### src/rtl/tpu_isa_pkg.sv
// rtl/tpu_isa_pkg.sv - TPU instruction set constants, width helper and operand descriptor type.
package tpu_isa_pkg;

  localparam int DEF_OP_W   = 3;
  localparam int DEF_ADDR_W = 10;
  localparam int DEF_DIM_W  = 8;

  localparam int OP_NOP    = 0;
  localparam int OP_LOAD   = 1;
  localparam int OP_STORE  = 2;
  localparam int OP_MATMUL = 3;
  localparam int OP_CONV   = 4;

  function automatic int instr_width(input int op_w, input int addr_w, input int dim_w);
    return op_w + 3 * (addr_w + 3 * dim_w);
  endfunction

  typedef struct packed {
    logic [DEF_ADDR_W-1:0] addr;
    logic [DEF_DIM_W-1:0]  ch;
    logic [DEF_DIM_W-1:0]  row;
    logic [DEF_DIM_W-1:0]  col;
  } operand_t;

endpackage

### src/rtl/instr_decode_queue_if.sv
// rtl/instr_decode_queue_if.sv - instruction push port and decoded-instruction port of the decode queue.
interface instr_decode_queue_if
  import tpu_isa_pkg::*;
#(
  parameter int OP_W   = DEF_OP_W,
  parameter int ADDR_W = DEF_ADDR_W,
  parameter int DIM_W  = DEF_DIM_W,
  parameter int DEPTH  = 4
);

  localparam int INSTR_W = instr_width(OP_W, ADDR_W, DIM_W);
  localparam int CNT_W   = $clog2(DEPTH + 1);

  logic               instr_valid;
  logic               instr_ready;
  logic [INSTR_W-1:0] instr;
  logic               dec_valid;
  logic               dec_ready;
  logic [OP_W-1:0]    op;
  logic [ADDR_W-1:0]  wb_addr, a_addr, b_addr;
  logic [DIM_W-1:0]   wb_ch, wb_row, wb_col;
  logic [DIM_W-1:0]   a_ch, a_row, a_col;
  logic [DIM_W-1:0]   b_ch, b_row, b_col;
  logic               dec_illegal;
  logic               err_sticky;
  logic [CNT_W-1:0]   q_count;

  modport master (
    output instr_valid, instr, dec_ready,
    input  instr_ready, dec_valid, op,
    input  wb_addr, wb_ch, wb_row, wb_col,
    input  a_addr, a_ch, a_row, a_col,
    input  b_addr, b_ch, b_row, b_col,
    input  dec_illegal, err_sticky, q_count
  );

  modport slave (
    input  instr_valid, instr, dec_ready,
    output instr_ready, dec_valid, op,
    output wb_addr, wb_ch, wb_row, wb_col,
    output a_addr, a_ch, a_row, a_col,
    output b_addr, b_ch, b_row, b_col,
    output dec_illegal, err_sticky, q_count
  );

endinterface

### src/rtl/instr_decode_queue_fifo.sv
// rtl/instr_decode_queue_fifo.sv - instr_fifo: power-of-two circular buffer with occupancy count.
module instr_fifo #(
  parameter int WIDTH = 8,
  parameter int DEPTH = 4
) (
  input  logic                       clk,
  input  logic                       rst,
  input  logic                       push,
  input  logic [WIDTH-1:0]           push_data,
  input  logic                       pop,
  output logic [WIDTH-1:0]           pop_data,
  output logic                       full,
  output logic                       empty,
  output logic [$clog2(DEPTH+1)-1:0] count
);

  localparam int PTR_W = $clog2(DEPTH);
  localparam int CNT_W = $clog2(DEPTH + 1);

  logic [WIDTH-1:0] mem [DEPTH];
  logic [PTR_W-1:0] wr_ptr, rd_ptr;
  logic             do_push, do_pop;

  assign full     = (count == CNT_W'(DEPTH));
  assign empty    = (count == '0);
  assign do_push  = push && !full;
  assign do_pop   = pop && !empty;
  assign pop_data = mem[rd_ptr];

  // Storage is not reset; only pointers and count define what is valid.
  always_ff @(posedge clk) begin
    if (do_push) begin
      mem[wr_ptr] <= push_data;
    end
  end

  always_ff @(posedge clk) begin
    if (rst) begin
      wr_ptr <= '0;
      rd_ptr <= '0;
      count  <= '0;
    end else begin
      if (do_push) wr_ptr <= wr_ptr + PTR_W'(1);
      if (do_pop)  rd_ptr <= rd_ptr + PTR_W'(1);
      count <= count + CNT_W'(do_push) - CNT_W'(do_pop);
    end
  end

endmodule

### src/rtl/instr_decode_queue.sv
// rtl/instr_decode_queue.sv - queued TPU instruction decoder with registered output and sticky error.
// Define DECODE_NOP_DROP_EN to discard NOPs at the queue head instead of presenting them.
module instr_decode_queue
  import tpu_isa_pkg::*;
#(
  parameter int OP_W   = DEF_OP_W,
  parameter int ADDR_W = DEF_ADDR_W,
  parameter int DIM_W  = DEF_DIM_W,
  parameter int DEPTH  = 4
) (
  input logic                 clk,
  input logic                 rst,
  instr_decode_queue_if.slave bus
);

  localparam int INSTR_W = instr_width(OP_W, ADDR_W, DIM_W);
  localparam int OPND_W  = ADDR_W + 3 * DIM_W;
  localparam int CNT_W   = $clog2(DEPTH + 1);

  logic [INSTR_W-1:0] head, src, dec_q;
  logic [OP_W-1:0]    src_op;
  logic               fifo_full, fifo_empty, fifo_push, fifo_pop;
  logic [CNT_W-1:0]   fifo_count;
  logic               push_fire, load_en, src_valid, src_drop, src_take;
  logic               dec_valid_q, err_q;
  logic [OPND_W-1:0]  wb_d, a_d, b_d;

  instr_fifo #(.WIDTH(INSTR_W), .DEPTH(DEPTH)) u_fifo (
    .clk       (clk),
    .rst       (rst),
    .push      (fifo_push),
    .push_data (bus.instr),
    .pop       (fifo_pop),
    .pop_data  (head),
    .full      (fifo_full),
    .empty     (fifo_empty),
    .count     (fifo_count)
  );

  assign push_fire = bus.instr_valid && !fifo_full;
  assign load_en   = !dec_valid_q || bus.dec_ready;

  // An empty queue lets the incoming instruction go straight to the output stage.
  assign src       = fifo_empty ? bus.instr : head;
  assign src_valid = fifo_empty ? push_fire : 1'b1;
  assign src_op    = src[INSTR_W-1 -: OP_W];

`ifdef DECODE_NOP_DROP_EN
  assign src_drop = (src_op == OP_W'(OP_NOP));
`else
  assign src_drop = 1'b0;
`endif

  // A dropped NOP is consumed even while the output is stalled.
  assign src_take  = src_valid && (load_en || src_drop);
  assign fifo_pop  = !fifo_empty && src_take;
  assign fifo_push = push_fire && !(fifo_empty && src_take);

  always_ff @(posedge clk) begin
    if (rst) begin
      dec_valid_q <= 1'b0;
      dec_q       <= '0;
      err_q       <= 1'b0;
    end else begin
      if (dec_valid_q && bus.dec_ready && bus.dec_illegal) err_q <= 1'b1;
      if (load_en) dec_valid_q <= src_valid && !src_drop;
      if (load_en && src_valid && !src_drop) dec_q <= src;
    end
  end

  assign wb_d = dec_q[2*OPND_W +: OPND_W];
  assign a_d  = dec_q[OPND_W +: OPND_W];
  assign b_d  = dec_q[0 +: OPND_W];

  assign bus.instr_ready = !fifo_full;
  assign bus.dec_valid   = dec_valid_q;
  assign bus.op          = dec_q[INSTR_W-1 -: OP_W];
  assign bus.dec_illegal = dec_valid_q && (bus.op > OP_W'(OP_CONV));
  assign bus.err_sticky  = err_q;
  assign bus.q_count     = fifo_count;

  assign bus.wb_addr = wb_d[OPND_W-1 -: ADDR_W];
  assign bus.wb_ch   = wb_d[3*DIM_W-1 -: DIM_W];
  assign bus.wb_row  = wb_d[2*DIM_W-1 -: DIM_W];
  assign bus.wb_col  = wb_d[DIM_W-1:0];
  assign bus.a_addr  = a_d[OPND_W-1 -: ADDR_W];
  assign bus.a_ch    = a_d[3*DIM_W-1 -: DIM_W];
  assign bus.a_row   = a_d[2*DIM_W-1 -: DIM_W];
  assign bus.a_col   = a_d[DIM_W-1:0];
  assign bus.b_addr  = b_d[OPND_W-1 -: ADDR_W];
  assign bus.b_ch    = b_d[3*DIM_W-1 -: DIM_W];
  assign bus.b_row   = b_d[2*DIM_W-1 -: DIM_W];
  assign bus.b_col   = b_d[DIM_W-1:0];

endmodule
### src/flat_wrapper.sv
// flat-port wrapper written by rule: the top's interface ports become plain ports
module instr_decode_queue_flat import tpu_isa_pkg::*;
#(
  parameter int OP_W   = DEF_OP_W,
  parameter int ADDR_W = DEF_ADDR_W,
  parameter int DIM_W  = DEF_DIM_W,
  parameter int DEPTH  = 4
)
  (clk, rst, bus_instr_valid, bus_instr, bus_dec_ready, bus_instr_ready, bus_dec_valid, bus_op, bus_wb_addr, bus_wb_ch, bus_wb_row, bus_wb_col, bus_a_addr, bus_a_ch, bus_a_row, bus_a_col, bus_b_addr, bus_b_ch, bus_b_row, bus_b_col, bus_dec_illegal, bus_err_sticky, bus_q_count);
  instr_decode_queue_if #(.OP_W(OP_W), .ADDR_W(ADDR_W), .DIM_W(DIM_W), .DEPTH(DEPTH)) bus_i ();
  input logic clk;
  input logic rst;
  input wire logic [$bits(bus_i.instr_valid)-1:0] bus_instr_valid;
  input wire logic [$bits(bus_i.instr)-1:0] bus_instr;
  input wire logic [$bits(bus_i.dec_ready)-1:0] bus_dec_ready;
  output wire logic [$bits(bus_i.instr_ready)-1:0] bus_instr_ready;
  output wire logic [$bits(bus_i.dec_valid)-1:0] bus_dec_valid;
  output wire logic [$bits(bus_i.op)-1:0] bus_op;
  output wire logic [$bits(bus_i.wb_addr)-1:0] bus_wb_addr;
  output wire logic [$bits(bus_i.wb_ch)-1:0] bus_wb_ch;
  output wire logic [$bits(bus_i.wb_row)-1:0] bus_wb_row;
  output wire logic [$bits(bus_i.wb_col)-1:0] bus_wb_col;
  output wire logic [$bits(bus_i.a_addr)-1:0] bus_a_addr;
  output wire logic [$bits(bus_i.a_ch)-1:0] bus_a_ch;
  output wire logic [$bits(bus_i.a_row)-1:0] bus_a_row;
  output wire logic [$bits(bus_i.a_col)-1:0] bus_a_col;
  output wire logic [$bits(bus_i.b_addr)-1:0] bus_b_addr;
  output wire logic [$bits(bus_i.b_ch)-1:0] bus_b_ch;
  output wire logic [$bits(bus_i.b_row)-1:0] bus_b_row;
  output wire logic [$bits(bus_i.b_col)-1:0] bus_b_col;
  output wire logic [$bits(bus_i.dec_illegal)-1:0] bus_dec_illegal;
  output wire logic [$bits(bus_i.err_sticky)-1:0] bus_err_sticky;
  output wire logic [$bits(bus_i.q_count)-1:0] bus_q_count;
  assign bus_i.instr_valid = bus_instr_valid;
  assign bus_i.instr = bus_instr;
  assign bus_i.dec_ready = bus_dec_ready;
  assign bus_instr_ready = bus_i.instr_ready;
  assign bus_dec_valid = bus_i.dec_valid;
  assign bus_op = bus_i.op;
  assign bus_wb_addr = bus_i.wb_addr;
  assign bus_wb_ch = bus_i.wb_ch;
  assign bus_wb_row = bus_i.wb_row;
  assign bus_wb_col = bus_i.wb_col;
  assign bus_a_addr = bus_i.a_addr;
  assign bus_a_ch = bus_i.a_ch;
  assign bus_a_row = bus_i.a_row;
  assign bus_a_col = bus_i.a_col;
  assign bus_b_addr = bus_i.b_addr;
  assign bus_b_ch = bus_i.b_ch;
  assign bus_b_row = bus_i.b_row;
  assign bus_b_col = bus_i.b_col;
  assign bus_dec_illegal = bus_i.dec_illegal;
  assign bus_err_sticky = bus_i.err_sticky;
  assign bus_q_count = bus_i.q_count;
  instr_decode_queue #(.OP_W(OP_W), .ADDR_W(ADDR_W), .DIM_W(DIM_W), .DEPTH(DEPTH)) u_core (.clk(clk), .rst(rst), .bus(bus_i));
endmodule
### config.mk
export PLATFORM = sky130hd
export DESIGN_NAME = instr_decode_queue_flat
export DESIGN_NICKNAME = d
export VERILOG_FILES = /design/src/rtl/tpu_isa_pkg.sv /design/src/rtl/instr_decode_queue_if.sv /design/src/rtl/instr_decode_queue_fifo.sv /design/src/rtl/instr_decode_queue.sv /design/src/flat_wrapper.sv
export SDC_FILE = /design/constraint.sdc
export NUM_CORES = 1
export LEC_CHECK = 0
export ABC_AREA = 1
export CORE_ASPECT_RATIO = 1.4
export CORE_MARGIN = 2
export CORE_UTILIZATION = 28
export CTS_BUF_LIST = sky130_fd_sc_hd__clkbuf_8
export CTS_CLUSTER_DIAMETER = 60
export CTS_CLUSTER_SIZE = 24
export DETAILED_ROUTE_END_ITERATION = 16
export MAX_ROUTING_LAYER = met4
export PLACE_DENSITY = 0.45
export SLEW_MARGIN = 20
export SYNTH_ARGS = -nofsm -noshare
export SYNTH_HDL_FRONTEND = slang
export SYNTH_SLANG_ARGS = --single-unit
### constraint.sdc
create_clock -name clk -period 6.9 [get_ports clk]
set_clock_uncertainty 0.05 [all_clocks]
set_input_delay 1.725 -clock clk [delete_from_list [all_inputs] [get_ports clk]]
set_output_delay 1.725 -clock clk [all_outputs]
set_load 0.03 [all_outputs]
==> results.cfg, run 1 <==
[layout]
final_nets = 2364
stdcell_count = 3261
area_delta_synth_final_pct = 18.7
fin_util_pct = 33.4
drive_gt1_share_pct = 4.70
final_common_cell = nand2_1
most-common-layout-cells = 746 x nand2_1, 420 x edfxtp_1, 321 x nor2_1
fillers = 7650
final_cell_area_sq_um = 25500

[sta]
rsz0062_at_grt = false
finalCritPeriodShare_pct = 61.8
maxSlewViolCount = 0
setup_viol = 0
post-route-min-period_ns = 4.27
fmax_mhz = 234
max_slew_margin_pct = 25.3
finalWorstSetupSlack_ns = 2.63
worst_slew_pin_slew_ns = 1.12
hold_viol = 0
tns_ns = 0

[setup_path]
r2r_slack_ns = 2.96
crit_path_end_kind = output pin
path_class = flop to output pin
crit_arrival_ns = 2.49
cp_slowest_cell = clkdlybuf4s50_1
worstRegToRegCells = 7
cpPeakStageDelay_ns = 0.77
required_ns = 5.12
critPathMaxFanout = 3
crit_chain = o21ai_0, nor2_1, clkdlybuf4s50_1
start_kind = flop

[logic_synthesis]
synth_compound_area_share_pct = 5.10
synth-xor-area-share_pct = 0.0815
synthSimpleGateAreaFrac_pct = 21.4
postSynthAreaPerCell_sq_um = 10.3
synth.distinct_cells = 26
synth_top_family_by_area = simple AND/OR/NAND/NOR gates
syn_inst = 2092
yosysSeqAreaShare_pct = 69.5
synth.top_cell.area_share_pct = 58.7
synth.ff_latch_count = 536
synthTopCellsByArea = edfxtp_1 59%, nand2_1 13%, dfxtp_1 11%, nor2_1 5.7%, a21oi_1 2.6%
syn-num-nets = 2208
ys_warn_count = 0
synth_area_sq_um = 21500
synthAdderAreaFrac_pct = 0.443
yosysTopAreaCell = edfxtp_1
synthMuxAreaShare_pct = 0

[grt]
grtUsageTotal_pct = 15.3
grt_overflow = 0
grt_start_max_net_pins = 124
antenna_found_initial = 9
grt_pass1_vias = 14433
grt_pass1_wl_mm = 90.1

[clocking]
clk_path_buf_depth = 3
cts_tree = done
cts_buffers = 39
holdBufCountCts = 0
cts_setup_buffers = 0
root_buffer = clkbuf_8
cts.clk_slew.worst_paths_ns = 0.12
clkSinkCount = 536
ctsResizeCount = 0
htreeDepth = 2
clk_latency_ns = 0.66

[floorplan]
die_y_um = 332
io_pins = 221
start_util_pct = 28.2
rows = 120
dieArea_sq_um = 79000
core_area_sq_um = 76300
die_w_um = 238

[pwr]
p_per_area_nw_per_um2 = 429
p_seq_share_pct = 41.0
internal-power_mw = 6.41
combPwrFrac_pct = 40.3
switching_power_mw = 4.53
leakagePower_nw = 9.74
clock_power_share_pct = 18.7
p_sw_share_pct = 41.4
peakVddDrop_mv = 0.215

[placement]
dp.cells = 3183
place_ws_ns = 2.30
hpwl_mm = 32.1
placedInstanceArea_sq_um = 24500
portBuffers = 220
gp_congestion = 0.695

[job]
maxCapViolCount = 0

[routing]
dr.pass1.iters = 5
dr.first_iter.drc_count = 927
vias = 14663
post_drt_wl_per_cell_um = 18.2
wirelength_mm = 59.4
drc = 0
vias_per_cell = 4.50
postRouteAntennaNets = 0

[run_status]
status = completed

[worst_hold_path]
whs_path_depth = 2
worstHoldPathType = flop to flop
## synthesized netlist by cell type, drive strengths merged
master	count
ha	6
a21oi	112
o21ai	106
xnor2	1
or2	1
fa	1
nand3	108
dfxtp	116
nor2	326
edfxtp	420
nand2	748
buf	81
inv	21
clkbuf	44
xor2	1
## critical path, delay by kind of cell, from the launching register on
| kind | cells | cell delay, ns |
|---|---|---|
| and+or+nand+nor | 1 | 0.37 |
| AOI/OAI and AO/OA | 1 | 0.18 |
| buffers and inverters | 1 | 0.77 |
| DFF | 1 | 0.52 |
## through the flow
| step | power, mW | hold WS, ns |
|---|---|---|
| 2_1_floorplan | 7.50 | 0.407 |
| 3_3_place_gp | 9.07 | 0.406 |
| 3_5_place_dp | 9.09 | 0.414 |
| 4_1_cts | 11.2 | 0.433 |
| 5_1_grt | 11.7 | 0.485 |
| 6_report | 10.9 | 0.434 |
## cell type report
class                           instances  area, sq um  share of cell area [%]
Clock inverter                         27          405                    1.59
Sequential cell                       536        14900                    58.6
Multi-Input combinational cell       1410         5850                    22.9
Tap cell                              976         1220                    4.79
Timing Repair Buffer                  240         2390                    9.37
Clock buffer                           43          592                    2.32
Antenna cell                            8         20.0                  0.0785
Inverter                               21         95.1                   0.373
## power groups by stage
stage	clock network [mW]	logic, mW	registers [mW]
final	2.05	4.40	4.49
after global routing	2.25	4.93	4.56
after CTS	2.15	4.53	4.51
after detailed placement	0	4.51	4.58
after global placement	0	4.50	4.57
after floorplan	0	2.49	5.01
## registers in the layout (all words and copies together), names as in the netlist, named ones only
register / count
u_core.u_fifo.count: 3
u_core.u_fifo.rd_ptr: 2
u_core.dec_q: 105
u_core.bus.dec_valid: 1
u_core.bus.err_sticky: 1
u_core.u_fifo.wr_ptr: 2
u_core.u_fifo.mem: 420
## metal layers
metal / global-route usage, % / vias to the layer above / part of all wire, %
li1: - / 7275 / -
met3: 2.63 / 69 / 3.9
met2: 26.2 / 248 / 50
met1: 18.6 / 7071 / 44
met5: - / - / 0
met4: 3.95 / 0 / 2.2
## path summary, 6_finish.rpt
check                                    startpoint                                  to
hold / removal        u_core.dec_q[42]$_SDFFE_PP0N_       u_core.dec_q[42]$_SDFFE_PP0N_
hold reg to reg       u_core.dec_q[42]$_SDFFE_PP0N_       u_core.dec_q[42]$_SDFFE_PP0N_
setup / recovery     u_core.dec_q[104]$_SDFFE_PP0N_                     bus_dec_illegal
setup reg to reg  u_core.u_fifo.count[1]$_SDFF_PP0_  u_core.u_fifo.mem[2][71]$_DFFE_PP_
## logic make-up (layout without fill, tap and decap cells)
logic type | Yosys count | in the layout
other cells | 0 | 8
compound gates | 218 | 218
xor+xnor | 2 | 2
fa+ha+maj | 7 | 7
simple gates | 1183 | 1183
buf+inv | 146 | 331
flops | 536 | 536
Note: power is estimated with default switching activity, not from simulation.
==> run 2, diff against run 1 <==
--- a/config.mk
+++ b/config.mk
@@ -14,7 +14,7 @@
 export CTS_CLUSTER_SIZE = 24
 export DETAILED_ROUTE_END_ITERATION = 16
 export MAX_ROUTING_LAYER = met4
-export PLACE_DENSITY = 0.45
+export PLACE_DENSITY = 0.43
 export SLEW_MARGIN = 20
 export SYNTH_ARGS = -nofsm -noshare
 export SYNTH_HDL_FRONTEND = slang
==> constraint.sdc (replaced) <==
create_clock -name clk -period 4.5 [get_ports clk]
set_clock_uncertainty 0.05 [all_clocks]
set_input_delay 1.125 -clock clk [delete_from_list [all_inputs] [get_ports clk]]
set_output_delay 1.125 -clock clk [all_outputs]
set_load 0.03 [all_outputs]
==> run 2 against run 1 <==
Compared with the run above:
- clock-buffer cell count shrank 4
- power grew 54%
- final cell count grew 0.12%
==> results.cfg, run 2 (synthesis results as in run 1) <==
[setup_path]
r2r_slack_ns = 1.46
r2r-start = u_core.u_fifo.count[1]$_SDFF_PP0_
worstRegToRegCells = 13
path_class = flop to output pin
critPathMaxFanout = 3
r2r_end = u_core.u_fifo.count[2]$_SDFF_PP0_
start_kind = flop
crit_arrival_ns = 2.22
crit_path_end_kind = output pin
required_ns = 3.32

[layout]
fin_util_pct = 33.6
final_nets = 2368
area_delta_synth_final_pct = 19.2
drive_gt1_share_pct = 4.91
most-common-layout-cells = 746 x nand2_1, 420 x edfxtp_1, 321 x nor2_1
top_regs = u_core.u_fifo.mem: 420 flops, u_core.dec_q: 105 flops, u_core.u_fifo.count: 3 flops
regMostFlops = u_core.u_fifo.mem
final_common_cell = nand2_1
largest_register_ffs = 420

[floorplan]
dieArea_sq_um = 79000
start_util_pct = 28.2
core_area_sq_um = 76300
die_y_um = 332
rows = 120
die_w_um = 238
io_pins = 221

[grt]
grt_overflow = 0
antenna_found_initial = 10
grtUsageTotal_pct = 15.6
grt_pass1_wl_mm = 92.1
grt_start_max_net_pins = 145
grt_pass1_vias = 14728

[pwr]
finalPower_mw = 16.8
leakagePower_nw = 9.78
peakVddDrop_mv = 0.631
p_per_area_nw_per_um2 = 656

[worst_hold_path]
worstHoldPathType = flop to flop
hp-start = u_core.dec_q[42]$_SDFFE_PP0N_
holdPathEnd = u_core.dec_q[42]$_SDFFE_PP0N_
whs_path_depth = 2

[clocking]
holdBufCountCts = 0
htreeDepth = 2
root_buffer = clkbuf_8
ctsResizeCount = 0
cts.clk_slew.worst_paths_ns = 0.13
clk_latency_ns = 0.67
clkSinkCount = 536
cts_buffers = 39
cts_tree = done
clk_path_buf_depth = 3
cts_setup_buffers = 0

[placement]
portBuffers = 220
hpwl_mm = 33.6
gp_congestion = 0.705
place_ws_ns = 0.782

[sta]
hold_viol = 0
finalWorstSetupSlack_ns = 1.10
setup_viol = 0
rsz0062_at_grt = false
fmax_mhz = 295
maxSlewViolCount = 0
max_slew_margin_pct = 36.1
finalCritPeriodShare_pct = 75.5
hold_ws_ns = 0.433
post-route-min-period_ns = 3.40
worst_slew_pin_slew_ns = 0.959

[routing]
dr.first_iter.drc_count = 898
post_drt_wl_per_cell_um = 18.4
wirelength_mm = 60.2
vias_per_cell = 4.49
drc = 0
dr.pass1.iters = 4
postRouteAntennaNets = 0
vias = 14650

[run_status]
status = completed

[job]
maxCapViolCount = 0
run 2: cell types whose count changed in the layout (fill, tap and decap cells not counted), sizes merged:
cell      change
buf           +4
clkbuf        -4
clkinvlp      -1
inv           +8
bufinv        -3
run 2: worst max-delay path by stage:
| stage | from | endpoint | slack [ns] | depth (start not counted) |
|---|---|---|---|---|
| after detailed placement | bus_dec_ready | u_core.u_fifo.count[2]$_SDFF_PP0_ | 0.78 | 12 |
| after global placement | bus_dec_ready | u_core.u_fifo.count[2]$_SDFF_PP0_ | 0.72 | 12 |
| after CTS | u_core.dec_q[103]$_SDFFE_PP0N_ | bus_dec_illegal | 0.97 | 3 |
| final | u_core.dec_q[103]$_SDFFE_PP0N_ | bus_dec_illegal | 1.10 | 3 |
| after global routing | u_core.dec_q[103]$_SDFFE_PP0N_ | bus_dec_illegal | 0.92 | 3 |
| after floorplan | bus_dec_ready | u_core.u_fifo.mem[0][0]$_DFFE_PP_ | -0.47 | 4 |
run 2: power by group:
part | switching [mW] | leakage [nW] | internal (mW)
Clock | 1.90 | 0.467 | 1.13
Combinational | 4.67 | 4.52 | 2.24
Sequential | 0.535 | 4.78 | 6.34
Total | 7.10 | 9.78 | 9.71
run 2: cell type report:
type | count | area, sq um
Antenna cell | 8 | 20.0
Tap cell | 976 | 1220
Inverter | 21 | 96.3
Clock inverter | 31 | 403
Multi-Input combinational cell | 1410 | 5850
Fill cell | 7676 | 50700
Timing Repair Buffer | 244 | 2560
Clock buffer | 39 | 537
Sequential cell | 536 | 14900
run 2: metrics by stage:
stage | area [sq um] | TNS, ns | instances
floorplan | 21500 | -197.58 | 2092
global placement | 24700 | 0 | 3187
detailed placement | 24700 | 0 | 3187
CTS | 25600 | 0 | 3257
global route | 25600 | 0 | 3265
finish | 25600 | 0 | 3265
run 2: critical path, cell delays in order, from the launching register on:
cell and delay [ns]:
dfxtp_1 0.56, o21ai_0 0.15, nor2_1 0.14, clkdlybuf4s50_1 0.69
run 2: metal layers:
| metal | up-vias | track usage, % | part of all wire [%] |
|---|---|---|---|
| li1 | 7269 | - | - |
| met3 | 69 | 2.79 | 4.3 |
| met4 | 0 | 3.88 | 2.0 |
| met1 | 7062 | 20.0 | 46 |
| met5 | - | - | 0 |
| met2 | 250 | 25.5 | 47 |
